<file path="src/rtl/mem_access_unit_if.sv">
// mem_access_unit_if: bundles the core request/response and data-memory signals of the unit
// slave  - unit side: takes requests and memory read data, drives responses and memory controls
// master - environment side (core + memory): the mirror image of slave
interface mem_access_unit_if;
  logic        req_valid;
  logic        req_ready;
  logic        req_we;
  logic [2:0]  req_funct3;
  logic [31:0] req_addr;
  logic [31:0] req_wdata;
  logic        resp_valid;
  logic        resp_ready;
  logic [31:0] resp_rdata;
  logic        resp_err;
  logic [31:0] mem_addr;
  logic [31:0] mem_wdata;
  logic [2:0]  mem_mask;
  logic        mem_wr_en;
  logic        mem_rd_en;
  logic [31:0] mem_rdata;
  modport slave (
    input  req_valid, req_we, req_funct3, req_addr, req_wdata, resp_ready, mem_rdata,
    output req_ready, resp_valid, resp_rdata, resp_err, mem_addr, mem_wdata, mem_mask, mem_wr_en, mem_rd_en
  );
  modport master (
    output req_valid, req_we, req_funct3, req_addr, req_wdata, resp_ready, mem_rdata,
    input  req_ready, resp_valid, resp_rdata, resp_err, mem_addr, mem_wdata, mem_mask, mem_wr_en, mem_rd_en
  );
endinterface

</file>
<file path="src/rtl/mem_access_unit.sv">
// mem_access_unit: load/store unit between a core and a LATENCY-cycle data memory
// clk   - rising-edge clock
// reset - asynchronous, active-low
// bus   - mem_access_unit_if.slave: request (req_*), response (resp_*), memory (mem_*) signals
module mem_access_unit #(
  parameter int LATENCY = 1
) (
  input logic clk,
  input logic reset,
  mem_access_unit_if.slave bus
);
  typedef enum logic [1:0] {IDLE, ACCESS, RESP} state_t;
  state_t state;
  logic [3:0] cnt;
  logic we;
  logic legal;
  // byte always legal; half needs addr[0]=0; word needs addr[1:0]=0; unsigned forms are load-only
  assign legal = (bus.req_funct3 == 3'b000) ||
                 (bus.req_funct3 == 3'b001 && !bus.req_addr[0]) ||
                 (bus.req_funct3 == 3'b010 && bus.req_addr[1:0] == 2'b00) ||
                 (!bus.req_we && (bus.req_funct3 == 3'b100 ||
                                  (bus.req_funct3 == 3'b101 && !bus.req_addr[0])));
  always_ff @(posedge clk or negedge reset) begin
    if (!reset) begin
      state          <= IDLE;
      cnt            <= '0;
      we             <= 1'b0;
      bus.req_ready  <= 1'b0;
      bus.resp_valid <= 1'b0;
      bus.resp_rdata <= '0;
      bus.resp_err   <= 1'b0;
      bus.mem_addr   <= '0;
      bus.mem_wdata  <= '0;
      bus.mem_mask   <= '0;
      bus.mem_wr_en  <= 1'b0;
      bus.mem_rd_en  <= 1'b0;
    end else begin
      case (state)
        IDLE: begin
          bus.req_ready <= 1'b1;
          if (bus.req_valid && bus.req_ready) begin
            bus.req_ready <= 1'b0;
            we            <= bus.req_we;
            if (legal) begin
              state         <= ACCESS;
              cnt           <= 4'(LATENCY - 1);
              bus.mem_addr  <= bus.req_addr;
              bus.mem_wdata <= bus.req_wdata;
              bus.mem_mask  <= bus.req_funct3;
              bus.mem_wr_en <= bus.req_we;
              bus.mem_rd_en <= !bus.req_we;
            end else begin
              state          <= RESP;
              bus.resp_valid <= 1'b1;
              bus.resp_err   <= 1'b1;
              bus.resp_rdata <= '0;
            end
          end
        end
        ACCESS: begin
          // stores finish after one cycle; loads once the down-counter has run out
          if (we || cnt == 4'd0) begin
            state          <= RESP;
            bus.resp_valid <= 1'b1;
            bus.resp_err   <= 1'b0;
            bus.resp_rdata <= we ? 32'd0 : bus.mem_rdata;
            bus.mem_addr   <= '0;
            bus.mem_wdata  <= '0;
            bus.mem_mask   <= '0;
            bus.mem_wr_en  <= 1'b0;
            bus.mem_rd_en  <= 1'b0;
          end else begin
            cnt <= cnt - 4'd1;
          end
        end
        RESP: begin
          // req_ready rises together with the return to IDLE, so no request shares this edge
          if (bus.resp_ready) begin
            state          <= IDLE;
            bus.resp_valid <= 1'b0;
            bus.resp_err   <= 1'b0;
            bus.resp_rdata <= '0;
            bus.req_ready  <= 1'b1;
          end
        end
        default: state <= IDLE;
      endcase
    end
  end
endmodule

</file>
<file path="src/flat_wrapper.sv">
// flat-port wrapper written by rule: the top's interface ports become plain ports
module mem_access_unit_flat 
#(
  parameter int LATENCY = 1
)
  (clk, reset, bus_req_valid, bus_req_we, bus_req_funct3, bus_req_addr, bus_req_wdata, bus_resp_ready, bus_mem_rdata, bus_req_ready, bus_resp_valid, bus_resp_rdata, bus_resp_err, bus_mem_addr, bus_mem_wdata, bus_mem_mask, bus_mem_wr_en, bus_mem_rd_en);
  mem_access_unit_if bus_i ();
  input logic clk;
  input logic reset;
  input wire logic [$bits(bus_i.req_valid)-1:0] bus_req_valid;
  input wire logic [$bits(bus_i.req_we)-1:0] bus_req_we;
  input wire logic [$bits(bus_i.req_funct3)-1:0] bus_req_funct3;
  input wire logic [$bits(bus_i.req_addr)-1:0] bus_req_addr;
  input wire logic [$bits(bus_i.req_wdata)-1:0] bus_req_wdata;
  input wire logic [$bits(bus_i.resp_ready)-1:0] bus_resp_ready;
  input wire logic [$bits(bus_i.mem_rdata)-1:0] bus_mem_rdata;
  output wire logic [$bits(bus_i.req_ready)-1:0] bus_req_ready;
  output wire logic [$bits(bus_i.resp_valid)-1:0] bus_resp_valid;
  output wire logic [$bits(bus_i.resp_rdata)-1:0] bus_resp_rdata;
  output wire logic [$bits(bus_i.resp_err)-1:0] bus_resp_err;
  output wire logic [$bits(bus_i.mem_addr)-1:0] bus_mem_addr;
  output wire logic [$bits(bus_i.mem_wdata)-1:0] bus_mem_wdata;
  output wire logic [$bits(bus_i.mem_mask)-1:0] bus_mem_mask;
  output wire logic [$bits(bus_i.mem_wr_en)-1:0] bus_mem_wr_en;
  output wire logic [$bits(bus_i.mem_rd_en)-1:0] bus_mem_rd_en;
  assign bus_i.req_valid = bus_req_valid;
  assign bus_i.req_we = bus_req_we;
  assign bus_i.req_funct3 = bus_req_funct3;
  assign bus_i.req_addr = bus_req_addr;
  assign bus_i.req_wdata = bus_req_wdata;
  assign bus_i.resp_ready = bus_resp_ready;
  assign bus_i.mem_rdata = bus_mem_rdata;
  assign bus_req_ready = bus_i.req_ready;
  assign bus_resp_valid = bus_i.resp_valid;
  assign bus_resp_rdata = bus_i.resp_rdata;
  assign bus_resp_err = bus_i.resp_err;
  assign bus_mem_addr = bus_i.mem_addr;
  assign bus_mem_wdata = bus_i.mem_wdata;
  assign bus_mem_mask = bus_i.mem_mask;
  assign bus_mem_wr_en = bus_i.mem_wr_en;
  assign bus_mem_rd_en = bus_i.mem_rd_en;
  mem_access_unit #(.LATENCY(LATENCY)) u_core (.clk(clk), .reset(reset), .bus(bus_i));
endmodule
</file>
<file path="config.mk">
export PLATFORM = sky130hd
export DESIGN_NAME = mem_access_unit_flat
export DESIGN_NICKNAME = d
export VERILOG_FILES = /design/src/rtl/mem_access_unit_if.sv /design/src/rtl/mem_access_unit.sv /design/src/flat_wrapper.sv
export SDC_FILE = /design/constraint.sdc
export NUM_CORES = 1
export LEC_CHECK = 0
export CORE_MARGIN = 2
export CORE_UTILIZATION = 37
export DETAILED_ROUTE_END_ITERATION = 6
export PLACE_DENSITY = 0.76
export SETUP_SLACK_MARGIN = 0.02
export SKIP_LAST_GASP = 1
export SLEW_MARGIN = 15
export SYNTH_ARGS = -nofsm -noshare
export SYNTH_HDL_FRONTEND = slang
export SYNTH_SLANG_ARGS = --single-unit
</file>
<file path="constraint.sdc">
create_clock -name clk -period 2.1 [get_ports clk]
set_input_delay 0.315 -clock clk [delete_from_list [all_inputs] [get_ports clk]]
set_output_delay 0.315 -clock clk [all_outputs]
set_load 0.02 [all_outputs]
</file>
== Word level (Yosys, flattened, before mapping) ==
Cells that the tools add are included.

* Input port bits: 104
* Output and inout port bits: 104
* Bits in registers: 111
* Logic and storage cells: 92

* Equality and inequality tests: 12
* Multiplexer cells: 42
* Reductions and logical operators: 25
* $add $sub $neg: 1

{| class="wikitable"
|+ Operator list
! kind !! count
|-
| $mux 32 || 10
|-
| $pmux 32 s2 || 2
|-
| $pmux 32 s3 || 1
|-
| $mux 4 || 3
|-
| $mux 1 || 11
|-
| $mux 3 || 3
|-
| $mux 2 || 4
|-
| $pmux 4 s2 || 1
|-
| $reduce_and 4->1 || 2
|-
| $eq 3x3->1 const B || 2
|-
| $ne 2x1->1 const B || 3
|-
| $ne 2x2->1 const B || 3
|-
| $pmux 1 s2 || 3
|-
| $pmux 1 s3 || 2
|-
| $pmux 2 s3 || 1
|-
| $pmux 3 s2 || 1
|-
| $logic_and 1x1->1 || 5
|-
| $logic_or 1x1->1 || 5
|-
| $reduce_and 5->1 || 1
|-
| $logic_not 2->1 || 2
|-
| $logic_not 4->1 || 1
|-
| $reduce_and 2->1 || 2
|-
| $reduce_bool 2->1 || 2
|-
| $sub 4x1->4 const B || 1
|-
| 8 further kinds || 9
|}

== Longest topological paths before layout ==
Gate-level depths: netlist of run 1.

* Depth after elaboration: 8
* Depth in mapped cells: 10
* Mapped depth without buffers: 6

== Least setup slack after synthesis of run 1 ==
No wires, ideal clock.

* Path kind: reg2reg
* Start: register u_core.state[1]
* End: register u_core.bus.resp_rdata[10]
* Period minus slack after synthesis: 1965 ps
* Library setup time: 124 ps
* Required time: 1976 ps
* Slack: 135 ps
* Path buffers: 4
* Cell stages (with the launch flop): 11
* Arrival: 1842 ps
* Cell sequence: dfrtp_1 inv_1 ha_1 buf_2 nor2b_1 buf_2 a221oi_2 nand3b_1 buf_4 buf_6 mux2i_1

* Longest elaborated chain between the ends: 3
* Elaborated cells on any way between the ends: 10
* Those cells by class: 6 x eq/ne; 1 x mux; 3 x reduce/logical

{| class="wikitable"
|+ RTL lines
! element !! line !! RTL
|-
| from (decl) || mem_access_unit.sv:13 || <nowiki>state_t state;</nowiki>
|-
| from (signal assigned) || mem_access_unit.sv:25 || <nowiki>state <= IDLE;</nowiki>
|-
| from (signal assigned) || mem_access_unit.sv:45 || <nowiki>state <= ACCESS;</nowiki>
|-
| from (signal assigned) || mem_access_unit.sv:53 || <nowiki>state <= RESP;</nowiki>
|-
| $eq 2x1->1, or another cell as far along || mem_access_unit.sv:38 || <nowiki>case (state)</nowiki>
|-
| $ne 2x1->1 (no line), or another cell as far along || n/a ||
|-
| $reduce_and 5->1 (no line) || n/a ||
|-
| to (signal assigned) || mem_access_unit.sv:66 || <nowiki>bus.resp_rdata <= we ? 32'd0 : bus.mem_rdata;</nowiki>
|-
| to (decl) || mem_access_unit_if.sv:23 || <nowiki>output req_ready, resp_valid, resp_rdata, resp_err, mem_addr, mem_wdata, mem_mask, mem_wr_en, mem_rd_en</nowiki>
|}

Parallel ways exist; a longest one is shown, timed or not.
A chain may end at the register's enable or synchronous reset.

== Final worst setup path of run 1 ==
* Start: input bus_req_funct3[0]
* End: register u_core.bus.resp_rdata[24]

* Longest elaborated chain between the ends: 7
* Elaborated cells on any way between the ends: 15
* Those cells by class: 5 x eq/ne; 10 x reduce/logical

{| class="wikitable"
|+ RTL lines
! element !! line !! RTL
|-
| from (decl) || flat_wrapper.sv:12 || <nowiki>input wire logic [$bits(bus_i.req_funct3)-1:0] bus_req_funct3;</nowiki>
|-
| $eq 3x1->1 / $eq 3x3->1 (equally long branches) || mem_access_unit.sv:19, mem_access_unit.sv:22 ||
|-
| $logic_and 1x1->1, on equally long branches || mem_access_unit.sv:19, mem_access_unit.sv:22 ||
|-
| $logic_or 1x1->1, on equally long branches || mem_access_unit.sv:18, mem_access_unit.sv:21 ||
|-
| $logic_or 1x1->1 / $logic_and 1x1->1 (equally long branches) || mem_access_unit.sv:19, mem_access_unit.sv:21 ||
|-
| $logic_or 1x1->1 * || mem_access_unit.sv:20 || <nowiki>(bus.req_funct3 == 3'b010 && bus.req_addr[1:0] == 2'b00) ||</nowiki>
|-
| $ne 2x2->1 (no line) * || n/a ||
|-
| $reduce_and 5->1 (no line) * || n/a ||
|}

Every way passes the cells marked *; elsewhere a longest branch is shown, timed or not.

==> impl_metrics.json, run 1 <==
{
  "outcome": "completed",
  "fmax_ghz": 0.4951,
  "yosys.area_share.simple_pct": 4.968,
  "clkSinkCount": 111,
  "die_h_um": 114.4,
  "start_util_pct": 37.69,
  "grt_pass1_wl_um": 19270,
  "netlist_area_sq_mm": 0.004508,
  "grt_busiest_layer": "met2",
  "vias_per_cell": 4.896,
  "final_cells": 720,
  "max_slew_margin_pct": 69.38,
  "synth_top_family_by_area": "compound AO/OA/AOI/OAI gates",
  "area_growth_syn_to_layout_pct": 58.15,
  "rsz0062_at_grt": "true",
  "ys_warn_count": 0,
  "reg2reg_from": "u_core.cnt[0]",
  "hold_violations": 0,
  "drt-initial-drc-count": 180,
  "cp-startpoint": "bus_req_funct3[0]",
  "synth_cells": 356,
  "layout_min_cycle_time_ps": 2020,
  "clk_pin_slew_ps": 70,
  "synthXorXnorAreaFrac_pct": 0,
  "grt_use_met2_pct": 30.26,
  "rr_endpoint": "u_core.bus.resp_rdata[24]",
  "worstSetupPathType": "in2reg",
  "multiInputGateArea_sq_mm": 0.001456,
  "track_usage_pct": 18.62,
  "dp_hpwl_um": 8646,
  "cp-start-kind": "input port",
  "antenna_found_initial": 0,
  "endpoint": "u_core.bus.resp_rdata[24]",
  "routed_wl_um": 11850,
  "synth-main-ff-cell": "dfrtp_1",
  "synth-seq-area-share_pct": 61.62,
  "worst-path-max-fanout": 34,
  "synthArstFlopShare_pct": 100.0,
  "nets": 678,
  "maxSlewViolCount": 0,
  "worst_pin_slew_ps": 459.3,
  "drive_above_1_share_pct": 7.155,
  "antennaDiodeCount": 0,
  "ant_nets": 0,
  "irDropWorstVdd_uv": 778.6,
  "drc": 0,
  "h-tree-depth": 3,
  "place_ws_ps": -260.9,
  "fin_crit_sh_pct": 96.19,
  "clk_path_buf_depth": 2,
  "design_area_sq_mm": 0.007129,
  "cap_violations": 0,
  "p_leak_nw": 3.227,
  "grt_use_met1_pct": 24.27,
  "timing.final.ws_setup_ps": 80.05,
  "met3_usage_pct": 4.235,
  "ys_types": 38,
  "ios": 208,
  "post_dp_cell_area_sq_mm": 0.006820,
  "finalSetupViolCount": 0,
  "ys_ff_latch": 111,
  "insertion_delay_ps": 330,
  "first_global_vias": 3837,
  "fp.dieW_um": 114.4,
  "cts_root_buffer": "clkbuf_16",
  "portBuffers": 207,
  "avgSynthCellArea_sq_um": 12.66,
  "firstDrtPassIters": 4,
  "synth_fa_ha_area_share_pct": 1.665,
  "numCtsBuffers": 9,
  "whs_ps": 473.5,
  "wl_per_cell_um": 16.46,
  "die_area_sq_mm": 0.01308,
  "gp_congestion": 0.8090,
  "cts_tree": "built",
  "via_count": 3525,
  "coreArea_sq_mm": 0.01196,
  "powerDensity_mw_per_mm2": 1447,
  "n_fill_cell": 985,
  "hp-class": "in2async",
  "synth_compound_area_share_pct": 17.01,
  "finClkSkew_ps": 6.464,
  "grt_max_degree": 50,
  "synthMuxAreaShare_pct": 8.021,
  "critPathRequiredTime_ps": 2350,
  "synth_edf_count": 0,
  "rows": 40,
  "seqCellArea_sq_mm": 0.002778,
  "reg2regPathDepth": 7,
  "endpoint_kind": "flip-flop",
  "critPathArrivalTime_ps": 2270,
  "dp.cells": 703,
  "layout_commonest_cell": "clkdlybuf4s50_1",
  "synth_nets": 466,
  "layout_common_cells": "206 x clkdlybuf4s50_1, 111 x dfrtp_1, 68 x a22o_1",
  "gr-total-overflow": 0,
  "rrSetupSlack_ps": 100
}
==> sequential cells by signal, summed over array words and instances (netlist names) <==
register and flops:
u_core.state 2, u_core.bus.resp_rdata 32, u_core.we 1, u_core.bus.resp_err 1
u_core.bus.mem_wdata 32, u_core.bus.mem_wr_en 1, u_core.bus.mem_addr 32, u_core.bus.mem_mask 3
u_core.bus.mem_rd_en 1, u_core.bus.resp_valid 1, u_core.bus.req_ready 1, u_core.cnt 4
==> metrics by stage <==
stage / power, mW / util [%] / setup TNS [ps]
after floorplan: 6.272 / - / 0
after global placement: 8.552 / 57.02 / -18930
after global routing: 10.91 / 59.60 / -1.724
after CTS: 10.41 / 59.54 / 0
after detailed placement: 8.664 / 57.02 / -21050
final: 10.32 / 59.60 / 0
==> cell families (layout without fill, tap and decap cells) <==
family          after synthesis  after routing
simple gates                 48             48
mux                          36             36
buf+inv                      64            281
flops                       111            111
compound gates               91             91
fa+ha+maj                     6              6
==> routing by layer <==
layer	part of all wire, %	wire length [um]
met1	43	5110
met2	48	5639
met3	7.4	873
met4	1.9	231
met5	0	0
==> how the worst min path moves through the flow <==
stage               depth (start not counted)                         to  slack (ps)
floorplan                                   0     u_core.bus.mem_addr[0]          20
global placement                            1  u_core.bus.resp_rdata[20]         290
detailed placement                          1  u_core.bus.resp_rdata[20]         290
CTS                                         2  u_core.bus.resp_rdata[20]         470
global route                                2  u_core.bus.resp_rdata[20]         510
finish                                      2  u_core.bus.resp_rdata[16]         470
==> area by class of cell <==
class	instances	area share, %
clock buffers	12	3.457
clock inverters	4	0.6318
inverters	40	2.106
repair buffers	225	31.84
flip-flops and latches	111	38.96
multi-input cells	181	20.43
well taps	147	2.580
==> worst max-delay path, stage by stage <==
cell and delay, ps:
clkdlybuf4s50_1 440, or4_4 610, a21bo_2 260, nand3b_1 130
buf_12 250, mux2i_1 230
==> cell usage after synthesis, types with 2 or more instances <==
| master | count | share of area (%) |
|---|---|---|
| mux2i_1 | 35 | 7.8 |
| nand2b_1 | 2 | 0.28 |
| inv_1 | 40 | 3.3 |
| buf_2 | 8 | 0.89 |
| buf_6 | 6 | 1.5 |
| clkbuf_1 | 8 | 0.67 |
| a22o_1 | 68 | 13 |
| buf_4 | 2 | 0.33 |
| nor2b_1 | 2 | 0.28 |
| ha_1 | 6 | 1.7 |
| o21ai_0 | 9 | 1.0 |
| nand2_1 | 34 | 2.8 |
| dfrtp_1 | 111 | 62 |
==> power by group <==
group / internal [mW] / switching, mW / total, mW
Clock: 0.953 / 0.716 / 1.67
Combinational: 2.62 / 2.49 / 5.11
Sequential: 3.01 / 0.536 / 3.54
==> what timing repair did <==
action	in CTS	in global routing
buffers inserted	0	0
setup endpoints to repair	0	106
hold buffers	1	0
endpoints found under the hold margin	31	0
gates resized for setup	0	4
No activity file was read; power rests on OpenSTA's default activity.
==> inputs of run 2 (changes only) <==
CTS_CLUSTER_DIAMETER = 30   (was not set)
==> results of run 2 <==
No change in the layout: final DEF, timing and power equal those of run 1.
==> inputs of run 3 (changes only) <==
REMOVE_ABC_BUFFERS = 1   (was not set)
==> run 3 against run 2 <==
Register-to-register slack better by 30 ps. Largest cell class unchanged. Cell count did not move. Global-route usage down 1.1 points. Highest routed layer unchanged. Critical endpoint is now u_core.bus.resp_rdata[12]. Combinational power barely moved.
==> impl_metrics.json, run 3 (synthesis results as in run 1) <==
{
  "outcome": "completed",
  "dp.cells": 703,
  "p_leak_nw": 3.210,
  "h-tree-depth": 3,
  "final_cells": 720,
  "via_count": 3493,
  "critPathArrivalTime_ps": 2190,
  "die_area_sq_mm": 0.01308,
  "antennaDiodeCount": 0,
  "cap_violations": 0,
  "grt_max_degree": 55,
  "rr_endpoint": "u_core.bus.resp_rdata[12]",
  "coreArea_sq_mm": 0.01196,
  "maxSlewViolCount": 0,
  "clk_path_buf_depth": 2,
  "ant_nets": 0,
  "track_usage_pct": 17.50,
  "wl_per_cell_um": 15.77,
  "finClkSkew_ps": 8.688,
  "layout_common_cells": "206 x clkdlybuf4s50_1, 111 x dfrtp_1, 68 x a22o_1",
  "insertion_delay_ps": 340,
  "finalPower_mw": 10.19,
  "post_dp_cell_area_sq_mm": 0.006833,
  "finalSetupViolCount": 0,
  "drt-initial-drc-count": 187,
  "worstSetupPathType": "reg2reg",
  "rrSetupSlack_ps": 130,
  "fmax_ghz": 0.5076,
  "rows": 40,
  "max_slew_margin_pct": 65.35,
  "multiInputGateArea_sq_mm": 0.001451,
  "vias_per_cell": 4.851,
  "hp-class": "reg2reg",
  "drive_above_1_share_pct": 6.981,
  "whs_ps": 498.5,
  "gr-total-overflow": 0,
  "seqPwrFrac_pct": 34.6,
  "drc": 0,
  "grt_pass1_wl_um": 18040,
  "endpoint_kind": "flip-flop",
  "endpoint": "u_core.bus.resp_rdata[12]",
  "worst-path-max-fanout": 34,
  "ios": 208,
  "rsz0062_at_grt": "true",
  "reg2regPathDepth": 7,
  "p_int_mw": 6.466,
  "irDropWorstVdd_uv": 923.4,
  "comb_power_share_pct": 49.8,
  "reg2reg_from": "u_core.cnt[0]",
  "reg_top3": "u_core.bus.mem_addr (32), u_core.bus.mem_wdata (32), u_core.bus.resp_rdata (32)",
  "numCtsBuffers": 9,
  "powerDensity_mw_per_mm2": 1430,
  "first_global_vias": 3578,
  "clkSinkCount": 111,
  "n_fill_cell": 983,
  "fin_crit_sh_pct": 93.81,
  "clk_pin_slew_ps": 70,
  "p_sw_mw": 3.722,
  "cts_tree": "built",
  "area_growth_syn_to_layout_pct": 58.01,
  "seqCellArea_sq_mm": 0.002778,
  "switching_share_pct": 36.54,
  "nets": 678,
  "routed_wl_um": 11360,
  "die_h_um": 114.4,
  "layout_commonest_cell": "clkdlybuf4s50_1",
  "pwr-share-clk_pct": 15.5,
  "dp_hpwl_um": 8219,
  "critPathRequiredTime_ps": 2320,
  "design_area_sq_mm": 0.007123,
  "start_util_pct": 37.69,
  "worst_pin_slew_ps": 519.8,
  "firstDrtPassIters": 4,
  "cts_root_buffer": "clkbuf_16",
  "portBuffers": 207,
  "fp.dieW_um": 114.4,
  "layout_min_cycle_time_ps": 1970,
  "hold_violations": 0,
  "gp_congestion": 0.7874,
  "cts_setup_buffers": 0,
  "cp-start-kind": "flip-flop",
  "cp-startpoint": "u_core.cnt[0]",
  "antenna_found_initial": 0
}
==> run 3: final cells by class <==
cell class,count,share of cell area [%]
inverter,40,2.108
sequential,111,39.00
tap,147,2.582
clock buffer,12,3.460
timing repair buffer,225,32.04
multi-input combinational,181,20.38
clock inverter,4,0.4391
==> run 3: worst max-delay path, stage by stage (launching register included) <==
cell and delay [ps]:
dfrtp_1 390, inv_1 100, ha_1 150, or3b_1 400
a221oi_2 270, nand3b_1 150, buf_12 220, mux2i_1 150
==> run 3: power groups by stage <==
stage	clock [mW]	sequential [mW]	combinational, mW
global placement	0	3.53	5.01
CTS	1.63	3.54	5.13
floorplan	0	4.48	1.67
finish	1.58	3.53	5.08
detailed placement	0	3.54	5.12
global route	1.73	3.65	5.41
==> run 3: metal layers <==
layer | track usage [%] | vias up | wire length, um
li1 | - | 1667 | -
met1 | 23.03 | 1661 | 5041
met2 | 28.24 | 148 | 5260
met3 | 4.023 | 17 | 821
met4 | 6.667 | 0 | 232
met5 | 0 | - | 0
==> run 3: metrics by stage <==
stage / worst slack, ps / util, % / TNS, ps
after floorplan: -1990 / - / -194080
after global placement: -144.2 / 57.12 / -12560
after detailed placement: -184.5 / 57.12 / -14870
after CTS: 70.12 / 59.53 / 0
after global routing: 8.006 / 59.55 / 0
final: 130.1 / 59.55 / 0
==> run 3: repair_timing <==
action,CTS,global route
endpoints found under the hold margin,34,0
hold buffers,1,0
endpoints found under the setup margin,0,78
resized for setup,0,3
==> run 3: how the worst min path moves through the flow <==
stage | start | slack (ps) | cells after the start | end
5_1_grt | bus_mem_rdata[18] | 520 | 3 | u_core.bus.resp_rdata[18]
2_1_floorplan | reset | 20 | 0 | u_core.bus.mem_addr[0]
3_3_place_gp | reset | 320 | 1 | u_core.bus.resp_rdata[17]
3_5_place_dp | reset | 320 | 1 | u_core.bus.resp_rdata[14]
6_report | u_core.bus.mem_wdata[21] | 500 | 1 | u_core.bus.mem_wdata[21]
4_1_cts | u_core.bus.mem_wdata[21] | 500 | 1 | u_core.bus.mem_wdata[21]
